<file path="src/rtl/booth_ctrl_pkg.sv">
// Shared types and widths for the Booth multiplier front-end arbiter.
package booth_ctrl_pkg;
  localparam int unsigned OPW = 8;
  localparam int unsigned PRW = 16;

  typedef enum logic [2:0] {
    S_IDLE,
    S_LOAD_A,
    S_LOAD_B,
    S_WAIT,
    S_READ_HI,
    S_READ_LO,
    S_RESP
  } state_t;
endpackage

</file>
<file path="src/rtl/booth_arbiter_if.sv">
// Byte-wide operand/result bus between the arbiter and the Booth multiplier.
interface booth_arbiter_if;
  import booth_ctrl_pkg::*;

  logic           mul_bgn;
  logic [OPW-1:0] mul_ibus;
  logic [OPW-1:0] mul_obus;
  logic           mul_stop;

  modport master (output mul_bgn, output mul_ibus, input mul_obus, input mul_stop);
  modport slave  (input mul_bgn, input mul_ibus, output mul_obus, output mul_stop);
endinterface

</file>
<file path="src/rtl/rr_arb2.sv">
// Two-way round-robin tie-break: a lone request wins, a tie goes to the
// requester that was not served last.
module rr_arb2 (
  input  logic [1:0] req,
  input  logic       last,
  output logic [1:0] grant
);

  // One-hot grant from the current requests and the last-served index
  always_comb begin
    grant = '0;
    case (req)
      2'b01:   grant = 2'b01;
      2'b10:   grant = 2'b10;
      2'b11:   grant = last ? 2'b01 : 2'b10;
      default: grant = '0;
    endcase
  end

endmodule

</file>
<file path="src/rtl/booth_arbiter.sv">
// Arbitrates two requesters onto a shared byte-serial Booth multiplier.
// Optional watchdog on the WAIT state: define BOOTH_ARB_TIMEOUT_EN.
module booth_arbiter
  import booth_ctrl_pkg::*;
#(
  parameter int unsigned TIMEOUT_CYCLES = 64
) (
  input  logic            clk,
  input  logic            rst_b,
  input  logic [1:0]      req_i,
  input  logic [OPW-1:0]  a0_i,
  input  logic [OPW-1:0]  b0_i,
  input  logic [OPW-1:0]  a1_i,
  input  logic [OPW-1:0]  b1_i,
  output logic [1:0]      done_o,
  output logic [PRW-1:0]  prod_o,
  output logic            err_o,
  output logic            busy_o,
  booth_arbiter_if.master mul
);

  state_t         state;
  logic           gnt_id;
  logic           last;
  logic [OPW-1:0] b_q;
  logic [OPW-1:0] hi_q;
  logic [OPW-1:0] lo_q;
  logic [1:0]     grant;
  logic [1:0]     done_q;
  logic [PRW-1:0] prod_q;
  logic           busy_q;
  logic           bgn_q;
  logic [OPW-1:0] ibus_q;

`ifdef BOOTH_ARB_TIMEOUT_EN
  localparam int unsigned CW = $clog2(TIMEOUT_CYCLES + 1);
  logic [CW-1:0] cnt;
  logic          err_q;
`endif

  rr_arb2 u_arb (
    .req   (req_i),
    .last  (last),
    .grant (grant)
  );

  // Controller FSM; every output is a register updated alongside the state
  always_ff @(posedge clk or negedge rst_b) begin
    if (!rst_b) begin
      state  <= S_IDLE;
      gnt_id <= 1'b0;
      last   <= 1'b1;
      b_q    <= '0;
      hi_q   <= '0;
      lo_q   <= '0;
      done_q <= '0;
      prod_q <= '0;
      busy_q <= 1'b0;
      bgn_q  <= 1'b0;
      ibus_q <= '0;
`ifdef BOOTH_ARB_TIMEOUT_EN
      cnt    <= '0;
      err_q  <= 1'b0;
`endif
    end else begin
      done_q <= '0;
`ifdef BOOTH_ARB_TIMEOUT_EN
      err_q  <= 1'b0;
`endif
      case (state)
        S_IDLE: begin
          if (|req_i) begin
            // ibus_q doubles as the latched multiplicand
            gnt_id <= grant[1];
            ibus_q <= grant[1] ? a1_i : a0_i;
            b_q    <= grant[1] ? b1_i : b0_i;
            bgn_q  <= 1'b1;
            busy_q <= 1'b1;
            state  <= S_LOAD_A;
          end
        end
        S_LOAD_A: begin
          ibus_q <= b_q;
          state  <= S_LOAD_B;
        end
        S_LOAD_B: begin
          bgn_q  <= 1'b0;
          ibus_q <= '0;
`ifdef BOOTH_ARB_TIMEOUT_EN
          cnt    <= '0;
`endif
          state  <= S_WAIT;
        end
        S_WAIT: begin
          if (mul.mul_stop) begin
            hi_q  <= mul.mul_obus;
            state <= S_READ_HI;
          end
`ifdef BOOTH_ARB_TIMEOUT_EN
          else if (cnt == CW'(TIMEOUT_CYCLES - 1)) begin
            prod_q <= '0;
            err_q  <= 1'b1;
            done_q <= gnt_id ? 2'b10 : 2'b01;
            state  <= S_RESP;
          end else begin
            cnt <= cnt + 1'b1;
          end
`endif
        end
        S_READ_HI: begin
          lo_q  <= mul.mul_obus;
          state <= S_READ_LO;
        end
        S_READ_LO: begin
          prod_q <= {hi_q, lo_q};
          last   <= gnt_id;
          done_q <= gnt_id ? 2'b10 : 2'b01;
          state  <= S_RESP;
        end
        S_RESP: begin
          busy_q <= 1'b0;
          state  <= S_IDLE;
        end
        default: state <= S_IDLE;
      endcase
    end
  end

  assign done_o       = done_q;
  assign prod_o       = prod_q;
  assign busy_o       = busy_q;
  assign mul.mul_bgn  = bgn_q;
  assign mul.mul_ibus = ibus_q;
`ifdef BOOTH_ARB_TIMEOUT_EN
  assign err_o        = err_q;
`else
  assign err_o        = 1'b0;
`endif

endmodule

</file>
<file path="src/flat_wrapper.sv">
// flat-port wrapper written by rule: the top's interface ports become plain ports
module booth_arbiter_flat import booth_ctrl_pkg::*;
#(
  parameter int unsigned TIMEOUT_CYCLES = 64
)
  (clk, rst_b, req_i, a0_i, b0_i, a1_i, b1_i, done_o, prod_o, err_o, busy_o, mul_mul_bgn, mul_mul_ibus, mul_mul_obus, mul_mul_stop);
  booth_arbiter_if mul_i ();
  input  logic clk;
  input  logic rst_b;
  input  logic [1:0] req_i;
  input  logic [OPW-1:0] a0_i;
  input  logic [OPW-1:0] b0_i;
  input  logic [OPW-1:0] a1_i;
  input  logic [OPW-1:0] b1_i;
  output logic [1:0] done_o;
  output logic [PRW-1:0] prod_o;
  output logic err_o;
  output logic busy_o;
  output wire logic [$bits(mul_i.mul_bgn)-1:0] mul_mul_bgn;
  output wire logic [$bits(mul_i.mul_ibus)-1:0] mul_mul_ibus;
  input wire logic [$bits(mul_i.mul_obus)-1:0] mul_mul_obus;
  input wire logic [$bits(mul_i.mul_stop)-1:0] mul_mul_stop;
  assign mul_mul_bgn = mul_i.mul_bgn;
  assign mul_mul_ibus = mul_i.mul_ibus;
  assign mul_i.mul_obus = mul_mul_obus;
  assign mul_i.mul_stop = mul_mul_stop;
  booth_arbiter #(.TIMEOUT_CYCLES(TIMEOUT_CYCLES)) u_core (.clk(clk), .rst_b(rst_b), .req_i(req_i), .a0_i(a0_i), .b0_i(b0_i), .a1_i(a1_i), .b1_i(b1_i), .done_o(done_o), .prod_o(prod_o), .err_o(err_o), .busy_o(busy_o), .mul(mul_i));
endmodule
</file>
<file path="config.mk">
export PLATFORM = sky130hd
export DESIGN_NAME = booth_arbiter_flat
export DESIGN_NICKNAME = d
export VERILOG_FILES = /design/src/rtl/booth_ctrl_pkg.sv /design/src/rtl/booth_arbiter_if.sv /design/src/rtl/rr_arb2.sv /design/src/rtl/booth_arbiter.sv /design/src/flat_wrapper.sv
export SDC_FILE = /design/constraint.sdc
export NUM_CORES = 1
export LEC_CHECK = 0
export ABC_CLOCK_PERIOD_IN_PS = 1540
export CAP_MARGIN = 20
export CORE_ASPECT_RATIO = 1.75
export CORE_MARGIN = 2
export CORE_UTILIZATION = 56
export DETAILED_ROUTE_END_ITERATION = 8
export DONT_BUFFER_PORTS = 1
export GPL_TIMING_DRIVEN = 0
export PLACE_DENSITY = 0.74
export SETUP_SLACK_MARGIN = 0.4
export SLEW_MARGIN = 10
export SYNTH_ARGS = -nofsm -noshare
export SYNTH_HDL_FRONTEND = slang
export SYNTH_SLANG_ARGS = --single-unit
</file>
<file path="constraint.sdc">
create_clock -name clk -period 1.54 [get_ports clk]
set_clock_uncertainty 0.05 [all_clocks]
set_input_delay 0.308 -clock clk [delete_from_list [all_inputs] [get_ports clk]]
set_output_delay 0.308 -clock clk [all_outputs]
set_load 0.005 [all_outputs]
</file>
==> flow_summary.yaml <==
floorplanning:
  ios: 74
  die_x_um: 54.1
  start_util_pct: 58.6
  die-area_sq_um: 4950
  rows: 31
  core-area_sq_um: 4190
  fp.dieH_um: 91.6
timing:
  finalSetupViolations: 1
  timing.final.crit_share_pct: 100
  fmax_mhz: 649
  hold_viol_final: 57
  rsz0062_at_grt: "yes"
  fin_setup_tns_ns: -0.00196
  period_minus_slack_ns: 1.54
  fin_ws_ns: -0.00196
  report.final.slew_viol_count: 0
  hold_slack_ns: -0.405
clock_network:
  htreeDepth: 3
  cts_tree: "yes"
  clock-sinks: 57
  cts_buffers: 9
  clk_path_buf_depth: 2
  insertion_delay_ns: 0.34
  cts-root-buf: "clkbuf_8"
  clk_pin_slew_ns: 0.07
synthesis:
  synth_warnings: 0
  synth.distinct_cells: 34
  synth_fp_nets: 222
  synth_cells: 177
  synth_top_area_share_pct: 57.1
  yosysTopAreaCell: "dfrtp_1"
  async_flop_share_pct: 100
  synth_area_leaders: "dfrtp_1 (57%), mux2_2 (22%), mux2i_1 (2.9%)"
  synth.yosys.seq_area_share_pct: 58.2
  avgSynthCellArea_sq_um: 13.9
  synth_edf_count: 0
  synth-seq-cells: 57
  synthFlopType: "dfrtp_1"
  synth_area_sq_um: 2450
power:
  powerDensity_nw_per_um2: 2100
  leakage_nw: 1.65
  ir_worst_vdd_uv: 1520
  p_total_w: 0.00742
global_route:
  grt_pass1_wl_um: 9340
  met3_usage_pct: 9.21
  met1_usage_pct: 27.9
  antenna_found_initial: 0
  grt_overflow: 0
  grt_most_used_layer: "met2"
  use_met2_pct: 44.6
  first_global_vias: 1912
  grt.total_usage_pct: 26.9
  grt_max_degree: 58
routing:
  routedWlPerCell_um: 24.2
  first_pass_iters: 4
  route.detailed.drc: 0
  via_per_inst: 6.14
  final_antenna_net_count: 0
  totalWireLength_um: 6850
  vias: 1739
  drt-initial-drc-count: 27
layout:
  layout_commonest_cell: "dfrtp_1"
  nNetsFinal: 274
  mostFrequentLayoutCells: "dfrtp_1 (55), mux2_4 (38), buf_6 (21), buf_4 (16), mux2_2 (11)"
  diodes: 0
  fin_util_pct: 84.3
  drive_above_1_share_pct: 59.8
  area_delta_synth_final_pct: 43.8
setup_path:
  worstSetupEndpointType: "register"
  cp_slowest_stage_delay_ns: 0.59
  crit_chain: "a21boi_4 > buf_6 > mux2_4 > mux2_2"
  critPathTopFamily: "flip-flops"
  crit_arrival_ns: 1.71
  cp.required_ns: 1.71
  start_kind: "register"
  cp_max_fo: 4
  slowest_stage: "dfstp_2"
  cp_num_buf_inv: 1
  setup.worst_path.class: "reg -> reg"
run:
  maxCapViolCount: 0
hold_path:
  hold_class: "in -> async"
placed_design:
  port-buffer-count: 0
  gp_congestion: 0.750
  post-place-ws_ns: -0.208
  post-dp-hpwl_um: 3400
outcome:
  violations: "negative hold slack, negative setup slack"
  outcome: "finished with violations"
## cell families (layout without fill, tap and decap cells)
group	after synthesis	in the layout	share of synthesized area [%]
other	1	1	0.153
XOR/XNOR	1	1	0.357
AND/OR/NAND/NOR	25	26	5.66
multiplexers	56	56	25.5
AO/OA/AOI/OAI	27	27	7.90
buffers and inverters	10	66	2.29
flip-flops	57	57	58.2
## per-stage QoR
stage / cells / area (sq um)
after CTS: 273 / 3320
after global placement: 226 / 2700
after floorplan: 177 / 2630
after global routing: 283 / 3530
final: 283 / 3530
after detailed placement: 226 / 2700
## flip-flops by register name, summed over array words and instances (netlist names)
signal / count
u_core.busy_o: 1
u_core.mul.mul_bgn: 1
u_core.lo_q: 8
u_core.last: 1
u_core.hi_q: 8
u_core.state: 3
u_core.mul.mul_ibus: 8
u_core.done_o: 2
u_core.b_q: 8
u_core.gnt_id: 1
u_core.prod_o: 16
## Yosys cell counts, types with 2 or more instances
| library cell | instances |
|---|---|
| inv_1 | 2 |
| mux2_2 | 48 |
| o21ai_0 | 9 |
| nand2_1 | 10 |
| dfrtp_1 | 56 |
| nand2b_1 | 3 |
| nor2_1 | 4 |
| mux2i_1 | 7 |
| a21o_1 | 2 |
| buf_2 | 6 |
| o211ai_1 | 7 |
## layout make-up
class | instances | area (sq um)
tap | 49 | 61.3
timing repair buffer | 40 | 474
clock inverter | 6 | 35.0
buffer | 8 | 103
inverter | 2 | 15.0
fill | 210 | 659
clock buffer | 10 | 128
sequential | 57 | 1430
multi-input combinational | 111 | 1280
## path summary, 6_finish.rpt
kind	slack, ns	depth (start not counted)	end	from
worst max-delay path	-0.002	4	u_core.b_q[3]	u_core.last
worst min-delay path	-0.41	0	u_core.hi_q[2]	rst_b
worst max register to register	-0.002	4	u_core.b_q[3]	u_core.last
worst min register to register	0.45	1	u_core.done_o[0]	u_core.gnt_id
max in group asynchronous	1.65	0	u_core.last	rst_b
min in group clk	0.06	1	u_core.lo_q[2]	mul_mul_obus[2]
## timing repair
action,4_1_cts,5_1_grt
setup buffers,27,9
pin swaps,15,17
gates cloned,4,1
setup endpoints to repair,54,57
gates resized for setup,41,30
endpoints found under the hold margin,57,57
## power breakdown
part	internal (W)	leakage [nW]	total (W)	switching, W
Combinational	0.00211	0.878	0.00344	0.00132
Sequential	0.00222	0.695	0.00281	0.000587
Clock	0.000570	0.0818	0.00117	0.000602
## per-layer routing
| metal | up-vias | routed length, um |
|---|---|---|
| met5 | - | 0 |
| met1 | 899 | 2380 |
| li1 | 747 | - |
| met3 | 20 | 418 |
| met4 | 0 | 212 |
| met2 | 73 | 3850 |
## worst reg2reg max path: stages (launching register included)
cell and delay, ns:
dfstp_2 0.59, a21boi_4 0.09, buf_6 0.14, mux2_4 0.29, mux2_2 0.26
No activity file was read; power rests on OpenSTA's default activity.
